**config.mk**
```make
export PLATFORM = sky130hd
export DESIGN_NAME = floor_request_scheduler
export DESIGN_NICKNAME = d
export VERILOG_FILES = /design/src/rtl/floor_request_scheduler.sv
export SDC_FILE = /design/constraint.sdc
export NUM_CORES = 1
export LEC_CHECK = 0
export CAP_MARGIN = 40
export CORE_MARGIN = 1
export CORE_UTILIZATION = 35
export CTS_CLUSTER_DIAMETER = 40
export DETAILED_ROUTE_END_ITERATION = 10
export SLEW_MARGIN = 20
export SYNTH_ARGS = -nofsm -noshare
export SYNTH_HDL_FRONTEND = slang
export SYNTH_SLANG_ARGS = --single-unit
```
**constraint.sdc**
```tcl
create_clock -name clk -period 3.05 [get_ports clk]
set_input_delay 0.305 -clock clk [delete_from_list [all_inputs] [get_ports clk]]
set_output_delay 0.305 -clock clk [all_outputs]
set_load 0.05 [all_outputs]
```
**src/rtl/floor_request_scheduler.sv**
```systemverilog
// floor_request_scheduler: latches floor requests and offers the next stop using a sweep (elevator) policy
// Ports: clk/rst (async, active-high); top_floor config; request_button[15:0] level requests;
//        current_floor/arrived from the car; target_valid/target_ready/target_floor offer handshake;
//        direction_up sweep direction; pending latched requests; busy = not IDLE.
module floor_request_scheduler #(
  parameter int DWELL_CYCLES = 8
) (
  input  logic        clk,
  input  logic        rst,
  input  logic [3:0]  top_floor,
  input  logic [15:0] request_button,
  input  logic [3:0]  current_floor,
  input  logic        arrived,
  output logic        target_valid,
  input  logic        target_ready,
  output logic [3:0]  target_floor,
  output logic        direction_up,
  output logic [15:0] pending,
  output logic        busy
);
  typedef enum logic [2:0] {IDLE, SELECT, OFFER, MOVING, DWELL} state_t;
  state_t      r_state;
  logic [7:0]  r_cnt;
  logic [15:0] r_pending;
  logic        r_valid;
  logic        r_dir;
  logic [3:0]  r_target;
  logic [15:0] w_mask;
  logic [15:0] w_clr;
  logic [15:0] w_pending_nxt;
  logic        w_up_found;
  logic        w_dn_found;
  logic [3:0]  w_up;
  logic [3:0]  w_dn;
  logic        w_here;
  logic        w_fwd;
  logic        w_sel_up;
  logic [3:0]  w_sel_t;
  logic        w_dir_nxt;
  // Descending scan leaves the lowest floor above; ascending scan leaves the highest floor below.
  always_comb begin
    w_mask     = '0;
    w_up_found = 1'b0;
    w_dn_found = 1'b0;
    w_up       = '0;
    w_dn       = '0;
    for (int i = 15; i >= 0; i--) begin
      w_mask[i] = i >= 1 && 4'(i) <= top_floor;
      if (r_pending[i] && 4'(i) > current_floor) begin
        w_up_found = 1'b1;
        w_up       = 4'(i);
      end
    end
    for (int i = 0; i < 16; i++)
      if (r_pending[i] && 4'(i) < current_floor) begin
        w_dn_found = 1'b1;
        w_dn       = 4'(i);
      end
  end
  // Clear is applied after set so an arrival wins over a same-cycle request.
  assign w_clr         = arrived ? 16'd1 << current_floor : '0;
  assign w_pending_nxt = (r_pending | (request_button & w_mask)) & ~w_clr & w_mask;
  // Head up when a forward candidate exists while going up, or none exists while going down.
  assign w_here    = r_pending[current_floor];
  assign w_fwd     = r_dir ? w_up_found : w_dn_found;
  assign w_sel_up  = w_here ? r_dir : ~(r_dir ^ w_fwd);
  assign w_sel_t   = w_here ? current_floor : w_sel_up ? w_up : w_dn;
  // Arrival at the end floors forces the sweep direction over any selection reversal.
  assign w_dir_nxt = (arrived && current_floor == top_floor) ? 1'b0 :
                     (arrived && current_floor == 4'd1) ? 1'b1 :
                     (r_state == SELECT && |r_pending) ? w_sel_up : r_dir;
  always_ff @(posedge clk or posedge rst) begin
    if (rst) begin
      r_state   <= IDLE;
      r_cnt     <= '0;
      r_pending <= '0;
      r_valid   <= 1'b0;
      r_dir     <= 1'b1;
      r_target  <= '0;
    end else begin
      r_pending <= w_pending_nxt;
      r_dir     <= w_dir_nxt;
      case (r_state)
        IDLE: if (|r_pending) r_state <= SELECT;
        SELECT:
          if (|r_pending) begin
            r_state  <= OFFER;
            r_target <= w_sel_t;
            r_valid  <= 1'b1;
          end else r_state <= IDLE;
        OFFER:
          if (target_ready) begin
            r_state <= MOVING;
            r_valid <= 1'b0;
          end
        MOVING:
          if (arrived && current_floor == r_target) begin
            r_state <= DWELL;
            r_cnt   <= 8'(DWELL_CYCLES - 1);
          end
        DWELL:
          if (r_cnt == 8'd0) begin
            if (|r_pending) r_state <= SELECT;
            else r_state <= IDLE;
          end else r_cnt <= r_cnt - 8'd1;
        default: r_state <= IDLE;
      endcase
    end
  end
  assign target_valid = r_valid;
  assign target_floor = r_target;
  assign direction_up = r_dir;
  assign pending      = r_pending;
  assign busy         = r_state != IDLE;
endmodule

```
Word level (Yosys, flattened, before mapping)

Index checks and enable logic that the tools add are counted.

Reduce and logical (&&, ||, !) cells: 47
Mux-type cells: 86
Add/sub/neg operators: 1
$lt $le $gt $ge: 48
Equality and inequality tests: 13
Bitwise logic cells: 7
Shift-type cells: 1

Operators with widths:

| kind                                                           | count |
|---|---|
| two-way mux 4 bit                                              | 32 |
| bitwise AND 16 bit                                             | 3 |
| two-way mux 1 bit                                              | 42 |
| logical AND 1 bit                                              | 36 |
| greater-than comparator 4 bit (first input constant)           | 8 |
| less-or-equal comparator 4 bit (first input constant)          | 8 |
| < comparator 4 bit (first input constant)                      | 8 |
| greater-than comparator 3 x 4 -> 1 bit (first input constant)  | 4 |
| less-or-equal comparator 3 x 4 -> 1 bit (first input constant) | 4 |
| < comparator 3 x 4 -> 1 bit (first input constant)             | 4 |
| two-way mux 16 bit                                             | 1 |
| two-way mux 8 bit                                              | 2 |
| NOT 16 bit                                                     | 1 |
| bitwise OR 16 bit                                              | 1 |
| case mux 8 bit (2 select lines)                                | 1 |
| OR reduction 16 bit                                            | 1 |
| << shifter 1 x 4 -> 16 bit (first input constant)              | 1 |
| case mux 3 bit (5 select lines)                                | 1 |
| two-way mux 3 bit                                              | 4 |
| inequality test 2 bit (second input constant)                  | 5 |
| equality test 4 bit                                            | 2 |
| greater-than comparator 1 x 4 -> 1 bit (first input constant)  | 2 |
| greater-than comparator 2 x 4 -> 1 bit (first input constant)  | 2 |
| less-or-equal comparator 2 x 4 -> 1 bit (first input constant) | 2 |
| other kinds (22)                                               | 28 |

Register bits after elaboration: 33

Logic depth before layout (Yosys ltp)

Gate-level depths: netlist of the first run.

Depth after elaboration: 25
Gate-level depth with buffers: 10

Worst setup path before layout of the first run

No wires, ideal clock.

Path type: reg2reg
From: reg r_pending[2] (netlist: pending[2])
To: reg r_target[0] (netlist: target_floor[0])
Cell stages (with the launch flop): 9
Setup time: 0.131 ns
Clock period less this slack: 2.521 ns
Arrival time: 2.390 ns
Slack: 0.529 ns
Path buffers: 1
Cells stage by stage: dfrtp_1 -> buf_6 -> a2111oi_4 -> a211o_2 -> nand3_2 -> or4b_4 -> o211ai_4 -> a2111oi_2 -> or3_1

Longest elaborated chain between the ends: 21

Ends and longest elaborated chain:

| item                            | line | source |
|---|---|---|
| start: declaration              | 24   | `logic [15:0] r_pending;` |
| start signal: assignment        | 81   | `r_pending <= w_pending_nxt;` |
| logical AND 1 bit               | 55   | `if (r_pending[i] && 4'(i) < current_floor) begin` |
| two-way mux 1 bit (14 in a row) | 55   |  |
| two-way mux 1 bit               | 65   | `assign w_fwd = r_dir ? w_up_found : w_dn_found;` |
| XOR 1 bit                       | 66   | `assign w_sel_up = w_here ? r_dir : ~(r_dir ^ w_fwd);` |
| NOT 1 bit                       | 66   |  |
| two-way mux 1 bit               | 66   |  |
| two-way mux 4 bit (2 in a row)  | 67   | `assign w_sel_t = w_here ? current_floor : w_sel_up ? w_up : w_dn;` |
| end signal: assignment          | 88   | `r_target <= w_sel_t;` |
| end: declaration                | 27   | `logic [3:0] r_target;` |

Several ways; a longest one is shown, not always the timed one. The select of a mux whose other input is x is not followed.
A chain may end at the register's enable or synchronous reset.

Worst setup path after layout of the first run

From: in current_floor[0]
To: reg r_target[0] (netlist: target_floor[0])

Longest elaborated chain between the ends: 24

Ends and longest elaborated chain:

| item                                                                                | line   | source |
|---|---|---|
| start: declaration                                                                  | 12     | `input logic [3:0] current_floor,` |
| < comparator 1 x 4 -> 1 bit / greater-than comparator 4 bit (equally long branches) | 55, 49 |  |
| logical AND 1 bit (on tied branches)                                                | 55, 49 |  |
| two-way mux 1 bit (on tied branches) (16 in a row)                                  | 55, 49 |  |
| two-way mux 1 bit                                                                   | 65     |  |
| XOR 1 bit                                                                           | 66     |  |
| NOT 1 bit                                                                           | 66     |  |
| two-way mux 1 bit                                                                   | 66     |  |
| two-way mux 4 bit                                                                   | 67     |  |
| two-way mux 4 bit (*)                                                               | 67     |  |

Every way passes the cells marked *; elsewhere a longest branch is shown, timed or not. The select of a mux whose other input is x is not followed.

==> results.py, run 1 <==
metrics = {
    "outcome": {
        "status": "completed",
    },
    "place": {
        "detailed_place_hpwl_mm": 6.31,
        "place_congestion": 0.908,
        "io_buffers": 48,
        "placed_cell_area_um2": 3510,
        "place_ws_ns": 0.205,
        "dp.cells": 497,
    },
    "clock_network": {
        "clk_latency_ns": 0.28,
        "htree_levels": 2,
        "cts-root-buf": "clkbuf_8",
        "cts_sinks": 32,
        "clk_pin_slew_worst_paths_ns": 0.07,
        "cts_buffers": 5,
        "cts_setup_buffers": 0,
        "postCtsHoldBufs": 0,
        "ctsResizeCount": 0,
        "cts_tree": "built",
        "cts.path.max_buffers": 2,
    },
    "critical_path": {
        "cp-start-kind": "primary input",
        "crit_path_max_fanout": 31,
        "cp.arrival_ns": 2.76,
        "required_ns": 3.22,
        "path_class": "primary input to register",
        "crit_path_end_kind": "register",
    },
    "floorplanning": {
        "dieArea_um2": 8730,
        "die_w_um": 93.5,
        "num_rows": 32,
        "initial_core_util": 0.369,
        "coreArea_um2": 7930,
        "die_h_um": 93.5,
        "io_pins": 51,
    },
    "synthesis": {
        "ys_async_sr_fraction": 1.00,
        "ys.flop_type": "dfrtp_1",
        "synth_area_um2": 2930,
        "syn-num-nets": 391,
        "yosysWarningCount": 0,
        "ys_seq_elements": 32,
        "ys_seq_area_frac": 0.274,
        "syn_area_per_cell_um2": 8.11,
        "ys_types": 77,
        "synth-edff-count": 0,
        "syn_inst": 361,
    },
    "grt": {
        "antenna_found_initial": 0,
        "grt_max_degree": 36,
        "grt_pass1_wl_mm": 14.1,
        "grt_pass1_vias": 2775,
        "track_usage": 0.206,
        "grt-ovfl-total": 0,
    },
    "pwr": {
        "seq_power_share": 0.334,
        "finalPower_mw": 1.94,
        "p_int_mw": 1.11,
        "p_sw_uw": 833,
        "comb_power_share": 0.459,
        "ir_drop_v": 0.000290,
        "total_leakage_power_nw": 1.46,
        "switching_share": 0.428,
        "pwr-share-clk": 0.208,
        "powerDensity_nw_per_um2": 537,
    },
    "timing": {
        "hold_ws_ns": 0.450,
        "setup_tns_ns": 0,
        "setup_viol": 0,
        "timing.final.crit_period_ns": 2.59,
        "report.final.slew_viol_count": 0,
        "fmax_mhz": 386,
        "fin_skew_ns": 0.00791,
        "finalCritPeriodShare": 0.849,
        "hold_violations": 0,
        "fin_ws_ns": 0.459,
        "tightestPinTransition_ns": 0.753,
        "slew_headroom": 0.497,
        "rsz0062_at_grt": "false",
    },
    "final_layout": {
        "area_growth_pct": 23.7,
        "layout_commonest_cell": "clkdlybuf4s50_1",
        "area.sequential_um2": 802,
        "multi_input_area_um2": 1890,
        "diodes": 0,
        "mostFrequentLayoutCells": "clkdlybuf4s50_1, nand2_1, nor2_1, a21oi_1, dfrtp_1",
        "finalInstanceArea_um2": 3620,
        "drive_gt1_frac": 0.114,
        "fin_util": 0.457,
        "final_net_count": 432,
        "final_cell_count_no_fill": 505,
        "nFillCells": 804,
    },
    "detailed_routing": {
        "antenna_left": 0,
        "wl_per_cell_um": 17.3,
        "drc_errors": 0,
        "drtPass1Iterations": 4,
        "drt_wl_total_mm": 8.73,
        "viasPerCell": 5.93,
        "drt_iter0_markers": 382,
        "vias": 2993,
    },
    "worst_hold_path": {
        "worstHoldPathType": "primary input to asynchronous set/reset pin",
    },
    "job": {
        "drv_cap": 0,
    },
}
[synthesized netlist by cell type, types with 2 or more instances]
cell type  instances  area, um^2
nand2_1           38         143
a21oi_1           33         165
nor2_1            33         124
dfrtp_1           31         776
o21ai_0           26         130
inv_1             13        48.8
clkbuf_1          11        41.3
nand2b_1           9        56.3
o22ai_1            9        56.3
xor2_1             8        70.1
a211oi_1           7        52.6
mux2i_1            7        70.1
buf_4              6        45.0
nor3_1             6        30.0
o211ai_1           6        45.0
a31oi_1            5        31.3
and3_1             5        31.3
buf_6              5        56.3
nand3_1            5        25.0
nor4_1             5        31.3
o21ai_1            5        25.0
a21o_1             4        30.0
a32oi_1            4        35.0
buf_2              4        20.0
a21boi_0           3        22.5
a22oi_1            3        22.5
a2bb2oi_1          3        26.3
and2_1             3        18.8
nor2b_1            3        18.8
xnor2_1            3        26.3
a2111oi_0          2        17.5
a221oi_1           2        17.5
a22o_1             2        17.5
a41oi_1            2        17.5
ha_1               2        25.0
mux2_2             2        22.5
nand4_1            2        12.5
o21a_1             2        15.0
o21bai_1           2        15.0
or3_1              2        12.5
or3b_1             2        17.5
[kinds of logic after synthesis]
family                     after synthesis  share of synthesized area
AOI/OAI and AO/OA                      136                      0.333
and+or+nand+nor                        127                      0.231
buffers and inverters                   42                     0.0799
DFF                                     32                      0.274
xor gates and xnor gates                11                     0.0329
muxes                                   10                     0.0393
adders and majority gates                2                    0.00855
other                                    1                    0.00128
[layout make-up]
| cell class | instances | area share |
|---|---|---|
| multi-input cells | 287 | 0.522 |
| flip-flops and latches | 32 | 0.221 |
| repair buffers | 62 | 0.176 |
| well taps | 102 | 0.0352 |
| clock buffers | 5 | 0.0190 |
| inverters | 14 | 0.0145 |
| clock inverters | 3 | 0.0117 |
[sequential cells by signal (all words and copies together) (netlist names)]
name and count:
r_cnt 8, r_state 3, target_valid 1, pending 15
direction_up 1, target_floor 4
[power by group through the flow]
stage	sequential (mW)	combinational (mW)	clock [mW]
after CTS	0.645	0.894	0.414
after detailed placement	0.652	0.891	0
after global routing	0.661	0.967	0.434
final	0.649	0.892	0.403
after global placement	0.649	0.882	0
after floorplan	0.770	0.492	0
[routing by layer]
layer | track usage | share of wire | vias up
li1 | - | - | 1415
met1 | 0.299 | 0.47 | 1446
met2 | 0.311 | 0.45 | 118
met3 | 0.0301 | 0.064 | 14
met4 | 0.0667 | 0.020 | 0
met5 | 0 | 0 | -
[worst max-delay path, stage by stage]
cell and delay, ns:
clkdlybuf4s50_1 0.45, buf_12 0.19, and2_1 0.23, nand2_1 0.11
a41oi_1 0.21, or4b_4 0.59, o211ai_4 0.25, a2111oi_2 0.06
or3_1 0.36
[path summary, 6_finish.rpt]
path | endpoint | slack [ns] | from | cells after the start
worst min register to register | r_cnt[6] | 0.51 | r_cnt[6] | 1
min in group clk | r_cnt[6] | 0.51 | r_cnt[6] | 1
worst max-delay path | target_floor[0] | 0.46 | current_floor[0] | 9
worst min-delay path | r_cnt[4] | 0.45 | rst | 2
worst max register to register | target_floor[0] | 0.61 | pending[13] | 6
max in group asynchronous | pending[10] | 1.93 | rst | 3
(Power assumes the default switching activity.)
==> inputs of run 2 (changes only) <==
==> constraint.sdc (replaced) <==
create_clock -name clk -period 2.7 [get_ports clk]
set_input_delay 0.27 -clock clk [delete_from_list [all_inputs] [get_ports clk]]
set_output_delay 0.27 -clock clk [all_outputs]
set_load 0.05 [all_outputs]
==> run 2 against run 1 <==
Clock power down 2%. Wire length rose by 5.6%. Critical endpoint unchanged. Largest cell class unchanged. Largest power group unchanged. Sequential cell count is the same.
==> results.py, run 2 (synthesized netlist as in run 1, its figures left out) <==
metrics = {
    "detailed_routing": {
        "drc_errors": 0,
        "wl_per_cell_um": 17.0,
        "drt_iter0_markers": 203,
        "drtPass1Iterations": 4,
        "viasPerCell": 5.71,
        "vias": 3098,
        "drt_wl_total_mm": 9.22,
        "antenna_left": 0,
    },
    "critical_path": {
        "crit_path_max_fanout": 9,
        "path_class": "register to register",
        "crit_family": "simple AND/OR/NAND/NOR gates",
        "cp.arrival_ns": 2.61,
        "crit_path_end_kind": "register",
        "cp-start-kind": "register",
        "slowest_stage": "or4_1",
        "critPathMaxStageDelay_ns": 0.56,
        "critical_path_buf_inv_count": 0,
        "required_ns": 2.87,
        "path_cells": "or4_1 -> nor4_2 -> a41oi_1 -> nand4_1 -> a2111oi_2 -> or3_1",
    },
    "clock_network": {
        "cts_tree": "built",
        "clk_pin_slew_worst_paths_ns": 0.07,
        "cts_sinks": 32,
        "cts_buffers": 5,
        "clk_latency_ns": 0.28,
        "htree_levels": 2,
        "postCtsHoldBufs": 0,
        "ctsResizeCount": 0,
        "cts.path.max_buffers": 2,
        "cts_setup_buffers": 0,
        "cts-root-buf": "clkbuf_8",
    },
    "floorplanning": {
        "coreArea_um2": 7930,
        "die_w_um": 93.5,
        "num_rows": 32,
        "dieArea_um2": 8730,
        "io_pins": 51,
        "initial_core_util": 0.369,
        "die_h_um": 93.5,
    },
    "final_layout": {
        "diodes": 0,
        "fin_util": 0.487,
        "layout_commonest_cell": "buf_4",
        "nFillCells": 807,
        "area.sequential_um2": 802,
        "largest_register_ff_count": 15,
        "area_growth_pct": 32.0,
        "finalInstanceArea_um2": 3860,
        "final_net_count": 470,
        "drive_gt1_frac": 0.188,
        "mostFrequentLayoutCells": "buf_4, clkdlybuf4s50_1, nand2_1",
        "multi_input_area_um2": 1890,
    },
    "timing": {
        "tightestPinTransition_ns": 0.555,
        "setup_viol": 0,
        "fin_skew_ns": 0.00538,
        "finalCritPeriodShare": 0.905,
        "slew_headroom": 0.630,
        "timing.final.crit_period_ns": 2.44,
        "hold_ws_ns": 0.365,
        "hold_violations": 0,
        "fmax_mhz": 409,
        "report.final.slew_viol_count": 0,
        "rsz0062_at_grt": "false",
    },
    "grt": {
        "grt_max_degree": 33,
        "track_usage": 0.224,
        "grt_pass1_vias": 3022,
        "antenna_found_initial": 0,
        "grt-ovfl-total": 0,
        "grt_pass1_wl_mm": 15.2,
    },
    "place": {
        "place_congestion": 0.911,
        "io_buffers": 48,
        "detailed_place_hpwl_mm": 7.10,
        "placed_cell_area_um2": 3770,
    },
    "pwr": {
        "comb_power_share": 0.496,
        "p_sw_uw": 962,
        "powerDensity_nw_per_um2": 572,
        "seq_power_share": 0.326,
        "switching_share": 0.435,
        "ir_drop_v": 0.000277,
        "p_int_mw": 1.25,
        "pwr-share-clk": 0.178,
        "total_leakage_power_nw": 1.63,
    },
    "outcome": {
        "status": "completed",
    },
    "job": {
        "drv_cap": 0,
    },
    "worst_hold_path": {
        "worstHoldPathType": "primary input to asynchronous set/reset pin",
    },
}
==> run 2: cell count changes in the layout (fill, tap and decap cells not counted), sizes merged <==
cell    previous run  this run
buf               14        52
bufinv             1         0
clkbuf             5         7
clkinv             1         0
==> run 2: layer usage <==
| layer | global-route usage | vias to the layer above | part of all wire |
|---|---|---|---|
| met5 | 0 | - | 0 |
| met4 | 0.0603 | 0 | 0.015 |
| met3 | 0.0260 | 12 | 0.055 |
| met2 | 0.355 | 106 | 0.45 |
| met1 | 0.320 | 1480 | 0.48 |
| li1 | - | 1500 | - |
==> run 2: area by class of cell <==
| type | instances | area share |
|---|---|---|
| clock inverter | 1 | 0.00194 |
| multi-input combinational | 287 | 0.490 |
| clock buffer | 7 | 0.0223 |
| inverter | 14 | 0.0136 |
| sequential | 32 | 0.208 |
| timing repair buffer | 100 | 0.232 |
| tap | 102 | 0.0330 |
==> run 2: path summary, 6_finish.rpt <==
kind | from | end | slack (ns) | cells after the start
max | pending[11] | target_floor[0] | 0.26 | 6
min | rst | r_cnt[1] | 0.37 | 3
max reg2reg | pending[11] | target_floor[0] | 0.26 | 6
min reg2reg | r_cnt[6] | r_cnt[6] | 0.51 | 1
max in group asynchronous | rst | direction_up | 2.01 | 3
min in group clk | r_cnt[6] | r_cnt[6] | 0.51 | 1
==> run 2: power by group through the flow <==
stage | logic (mW) | registers (mW) | clock network (mW)
after global routing | 1.19 | 0.738 | 0.421
after floorplan | 0.556 | 0.870 | 0
after global placement | 1.08 | 0.724 | 0
after CTS | 1.10 | 0.719 | 0.400
after detailed placement | 1.10 | 0.727 | 0
final | 1.10 | 0.720 | 0.394
==> run 2: metrics by stage <==
stage	setup TNS, ns	setup WS (ns)	instances	total power, mW
6_report	0	0.256	543	2.21
5_1_grt	0	0.0889	543	2.35
4_1_cts	0	0.252	543	2.22
3_5_place_dp	-0.128	-0.0519	535	1.82
3_3_place_gp	-0.0698	-0.0330	535	1.81
2_1_floorplan	0	0.179	361	1.43
==> run 2: worst min-delay path, stage by stage <==
cell	delay, ns
clkdlybuf4s50_1	0.39
inv_1	0.05
buf_4	0.36
